[src/rtl/hrange_pkg.sv]
// Shared types and defaults for the range/duplicate stream generator.
package hrange_pkg;

  typedef enum logic {
    S_DONE = 1'b0,
    S_EMIT = 1'b1
  } state_e;

  localparam int DEF_WIDTH = 32;
  localparam int DEF_DUP   = 2;

endpackage

[src/rtl/hrange_step_unit.sv]
// Combinational successor/termination logic: next element, and whether the
// sequence ends after the current element (overflow, bound reached, zero step).
module hrange_step_unit #(
  parameter int WIDTH = 32
) (
  input  logic signed [WIDTH-1:0] i,
  input  logic signed [WIDTH-1:0] step,
  input  logic signed [WIDTH-1:0] limit,
  output logic signed [WIDTH-1:0] nxt,
  output logic                    last,
  output logic                    cur_ok
);

  logic [WIDTH:0] sum;
  logic           ovf;

  // Direction of the bound test follows the sign of the step.
  function automatic logic cont(input logic signed [WIDTH-1:0] x,
                                input logic signed [WIDTH-1:0] st,
                                input logic signed [WIDTH-1:0] lim);
    return st[WIDTH-1] ? (x > lim) : (x < lim);
  endfunction

  always_comb begin
    sum    = {i[WIDTH-1], i} + {step[WIDTH-1], step};
    ovf    = sum[WIDTH] ^ sum[WIDTH-1];
    nxt    = sum[WIDTH-1:0];
    last   = ovf | !cont(nxt, step, limit) | (step == '0);
    cur_ok = cont(i, step, limit);
  end

endmodule

[src/rtl/hrange_dup_gen.sv]
// Streaming arithmetic-sequence generator; elements above a threshold are
// emitted DUP times, tagged with their copy index, under start/ready/valid/done.
module hrange_dup_gen
  import hrange_pkg::*;
#(
  parameter int WIDTH = DEF_WIDTH,
  parameter int DUP   = DEF_DUP,
  parameter int CW    = $clog2(DUP + 1)
) (
  input  logic                    _clock,
  input  logic                    _reset,
  input  logic                    _start,
  input  logic signed [WIDTH-1:0] base,
  input  logic signed [WIDTH-1:0] limit,
  input  logic signed [WIDTH-1:0] step,
  input  logic signed [WIDTH-1:0] thresh,
  input  logic                    _ready,
  output logic                    _valid,
  output logic                    _done,
  output logic signed [WIDTH-1:0] _0,
  output logic [CW-1:0]           _copy
);

  localparam int CW1 = CW + 1;

  state_e                  state_q, state_d;
  logic signed [WIDTH-1:0] i_q, i_d;
  logic signed [WIDTH-1:0] step_q, step_d;
  logic signed [WIDTH-1:0] limit_q, limit_d;
  logic signed [WIDTH-1:0] thresh_q, thresh_d;
  logic signed [WIDTH-1:0] out_q, out_d;
  logic [CW-1:0]           rep_q, rep_d;
  logic [CW-1:0]           copy_q, copy_d;
  logic                    valid_q, valid_d;
  logic                    done_q, done_d;
  logic                    adv;
  logic [CW1-1:0]          ncopies;

  logic signed [WIDTH-1:0] su_i, su_step, su_limit, su_nxt;
  logic                    su_last, su_cur_ok;

  // One step unit serves both the start check (on the raw inputs) and the advance.
  assign su_i     = _start ? base  : i_q;
  assign su_step  = _start ? step  : step_q;
  assign su_limit = _start ? limit : limit_q;

  hrange_step_unit #(.WIDTH(WIDTH)) u_step (
    .i      (su_i),
    .step   (su_step),
    .limit  (su_limit),
    .nxt    (su_nxt),
    .last   (su_last),
    .cur_ok (su_cur_ok)
  );

  assign adv     = !valid_q || _ready;
  assign ncopies = (i_q > thresh_q) ? CW1'(DUP) : CW1'(1);

  always_comb begin
    // NOTE: every next-state signal is given its hold value first, so no branch can infer a latch.
    state_d  = state_q;
    i_d      = i_q;
    step_d   = step_q;
    limit_d  = limit_q;
    thresh_d = thresh_q;
    out_d    = out_q;
    rep_d    = rep_q;
    copy_d   = copy_q;
    valid_d  = valid_q;
    done_d   = done_q;

    if (_start) begin
      step_d   = step;
      limit_d  = limit;
      thresh_d = thresh;
      i_d      = base;
      rep_d    = '0;
      valid_d  = 1'b0;
      done_d   = 1'b0;
      state_d  = (!su_cur_ok || step == '0) ? S_DONE : S_EMIT;
    end else if (adv) begin
      unique case (state_q)
        S_EMIT: begin
          out_d   = i_q;
          copy_d  = rep_q;
          valid_d = 1'b1;
          if (({1'b0, rep_q} + CW1'(1)) < ncopies) begin
            rep_d = rep_q + CW'(1);
          end else begin
            rep_d = '0;
            if (su_last) state_d = S_DONE;
            else         i_d     = su_nxt;
          end
        end
        S_DONE: begin
          done_d  = 1'b1;
          valid_d = 1'b0;
        end
      endcase
    end
  end

  // NOTE: sequential state uses non-blocking assignments only; the reset is asynchronous, so it sits in the sensitivity list.
  always_ff @(posedge _clock or posedge _reset) begin
    if (_reset) begin
      state_q  <= S_DONE;
      i_q      <= '0;
      step_q   <= '0;
      limit_q  <= '0;
      thresh_q <= '0;
      out_q    <= '0;
      rep_q    <= '0;
      copy_q   <= '0;
      valid_q  <= 1'b0;
      done_q   <= 1'b1;
    end else begin
      state_q  <= state_d;
      i_q      <= i_d;
      step_q   <= step_d;
      limit_q  <= limit_d;
      thresh_q <= thresh_d;
      out_q    <= out_d;
      rep_q    <= rep_d;
      copy_q   <= copy_d;
      valid_q  <= valid_d;
      done_q   <= done_d;
    end
  end

  assign _valid = valid_q;
  assign _done  = done_q;
  assign _0     = out_q;
  assign _copy  = copy_q;

endmodule

[config.mk]
export PLATFORM = sky130hd
export DESIGN_NAME = hrange_dup_gen
export DESIGN_NICKNAME = d
export VERILOG_FILES = /design/src/rtl/hrange_pkg.sv /design/src/rtl/hrange_step_unit.sv /design/src/rtl/hrange_dup_gen.sv
export SDC_FILE = /design/constraint.sdc
export NUM_CORES = 1
export LEC_CHECK = 0
export BUFFER_PORTS_ARGS = -buffer_cell sky130_fd_sc_hd__buf_4
export CORE_MARGIN = 4
export CORE_UTILIZATION = 53
export CTS_CLUSTER_DIAMETER = 50
export DETAILED_ROUTE_END_ITERATION = 8
export PLACE_DENSITY = 0.78
export SYNTH_ARGS = -nofsm -noshare
export SYNTH_HDL_FRONTEND = slang
export SYNTH_SLANG_ARGS = --single-unit
[constraint.sdc]
create_clock -name _clock -period 6.1 [get_ports _clock]
set_input_delay 1.22 -clock _clock [delete_from_list [all_inputs] [get_ports _clock]]
set_output_delay 1.22 -clock _clock [all_outputs]
set_load 0.02 [all_outputs]
==> results.md <==
- Outcome: complete, no violations
- RePlAce Congestion: 0.947
- CP required: 6.44 ns
- Asr flop ratio synth: 100%
- First-pass GRT wire length: 55,300 um
- Clock Tree Root: clkbuf_16
- CORE AREA: 21,000 um^2
- Antenna diode count: 0
- Max-Cap Viols: 0
- CTS tree: built
- Max-slew headroom: 32.0%
- Seq cells post-synth: 167
- Power Density: 408 nW/um^2
- Total CTS buffers: 17
- Peak Freq: 165 MHz
- Leak: 7.11 nW
- Commonest non-fill, non-tap cells in the layout: buf_4 (310), dfrtp_1 (166), ha_1 (120)
- Least-Margin Pin Slew: 1.02 ns
- Clock-pin slew on the worst setup and hold paths: 0.07 ns
- Final setup viols: 0
- Rows: 53
- Remaining DRCs: 0
- Clock sink total: 167
- Post-Syn Area per Cell: 9.59 um^2
- Initial antenna violation count: 0
- EDFF count, synth: 0
- Worst setup SP type: input pin
- Grt total ovfl: 0
- Setup Slack @ Placement: -0.407 ns
- Largest net degree at the start of global routing: 80
- Via density: 5.97
- Seq/Total Area, Yosys: 37.1%
- # port buffers: 167
- CTS max path bufs: 2
- DIE WIDTH: 154 um
- Fin. Hold Viols: 0
- Synth Net Count: 1,436
- Post-Route Utilization: 71.2%
- Cells after synthesis: 1,173
- Yosys warns: 0
- Die Height: 154 um
- Starting DRC count in detailed routing: 858
- Hpwl dp: 27,300 um
- Via count: 10,500
- Main synth FF type: dfrtp_1
- Critical path class: in -> reg
- Area grow syn2layout: 32.6%
- Vias in the first global route: 10,400
- Mapped Area: 11,300 um^2
- Critical Path End Type: flop
- Final setup margin: 0.0547 ns
- Netlist cell types: 72
- Final ANT Viol Nets: 0
- Drt wl/cell: 20.2 um
- Tot Pwr: 6.09 mW
- WP data arrival: 6.39 ns
- Final net count: 1,738
- Most common cell after layout, fill and taps aside: buf_4
- Top Ports: 168
- H-tree depth: 4
- Initial Util: 53.7%
- Max IR drop VDD: 0.240 mV
- Drt total wl: 35,700 um
- Period utilization: 99.1%
- Final Max Slew Viols: 0
- Gr usage total: 29.2%
- Worst min path class: reg -> reg
- TritonRoute pass-1 iters: 5
- Fraction of layout cells with a size suffix above 1: 33.7%
- Cts hold-fix bufs: 0
- Clock latency on the worst-skew pair: 0.44 ns
- Tmin final: 6.05 ns
- CP Max Fanout: 10
- Die ar.: 23,600 um^2
- Post-Route Skew: 0.0128 ns
## final cells by class
cell class                 instances  area (um^2)
fill                            1566         6030
tap                              275          344
inverter                          88          335
multi-input combinational        874         6790
timing repair buffer             327         2660
clock inverter                    13          184
sequential                       167         4180
clock buffer                      19          433
## sequential cells by signal, indices dropped and copies added, names as in the netlist, 2 cells and up
register	flops
limit_q	32
rep_q	2
thresh_q	32
_0	32
i_q	32
step_q	32
_copy	2
## cell usage after synthesis (all sizes together), types with 3 or more instances
cell	count	area, um^2
o21ai	100	508
inv	88	330
nor3	15	80.1
and4	5	43.8
a21oi	73	380
a211oi	8	65.1
o31ai	6	50.1
clkbuf	26	118
or4	5	37.5
nand2	106	398
buf	18	120
mux2i	35	363
nand3	37	185
nand4	22	138
o21a	6	45.0
nor2b	7	43.8
a21o	19	144
xnor2	20	175
nor4	15	93.8
o21bai	7	52.6
ha	129	1610
o211ai	7	52.6
xor2	11	104
a2111oi	5	62.6
nor4b	3	32.5
nor2	68	255
dfrtp	166	4150
mux2	85	957
and3	8	50.1
a31o	3	26.3
a2111o	3	33.8
a31oi	34	213
## power by group
group	switching, mW	internal (mW)
Sequential	0.189	1.35
Clock	0.505	0.660
Combinational	1.80	1.59
## critical path, stage by stage
cell       delay, ns
buf_16          0.12
buf_12          0.14
mux2_2          0.41
ha_4            0.29
o211ai_1        0.10
o211ai_1        0.31
nand3_2         0.17
a31oi_1         0.24
buf_4           0.19
a21oi_2         0.07
o21bai_1        0.17
a21oi_2         0.09
xnor2_2         0.15
ha_1            0.33
a21o_1          0.19
a221o_1         0.32
nand2_1         0.08
o211ai_1        0.18
a211oi_2        0.28
mux2i_1         0.13
buf_4           0.17
a2111oi_4       0.35
buf_6           0.21
clkbuf_16       0.16
a21oi_1         0.06
o31ai_1         0.24
## metal layers
| metal | wire length [um] | global-route usage, % |
|---|---|---|
| met4 | 1010 | 8.58 |
| met1 | 15800 | 42.1 |
| met3 | 2430 | 4.36 |
| met5 | 0 | 0 |
| met2 | 16400 | 45.9 |
## timing repair
action,CTS,global route
setup buffers,0,6
hold endpoints to repair,0,0
setup endpoints to repair,0,33
resized for setup,0,36
## cells by family (layout without fill, tap and decap cells)
| family | count (synthesis) | in the layout | share of synthesized area [%] |
|---|---|---|---|
| mux | 120 | 120 | 11.7 |
| buf+inv | 132 | 447 | 5.05 |
| fa+ha+maj | 131 | 131 | 14.7 |
| flops | 167 | 167 | 37.1 |
| simple gates | 301 | 301 | 12.7 |
| compound gates | 291 | 291 | 16.2 |
| xor+xnor | 31 | 31 | 2.48 |
## metrics by stage
| stage | instance area, um^2 | TNS, ns | std cells | hold slack [ns] |
|---|---|---|---|---|
| after CTS | 14600 | 0 | 1752 | 0.494 |
| final | 14900 | 0 | 1763 | 0.500 |
| after floorplan | 11500 | -0.00642 | 1173 | 0.478 |
| after detailed placement | 14000 | -10.61 | 1720 | 0.479 |
| after global routing | 14900 | -3.19 | 1763 | 0.523 |
| after global placement | 14000 | -6.28 | 1720 | 0.471 |
## final timing paths
kind	cells past startpoint	slack, ns	startpoint	end
worst max-delay path	26	0.05	_start	i_q[30]
worst min-delay path	2	0.50	_copy[0]	_copy[0]
worst max register to register	26	0.59	i_q[0]	i_q[30]
worst min register to register	2	0.50	_copy[0]	_copy[0]
max in group asynchronous	3	4.07	_reset	step_q[16]
min in group asynchronous	2	0.72	_reset	_0[28]
No activity file was read; power rests on OpenSTA's default activity.
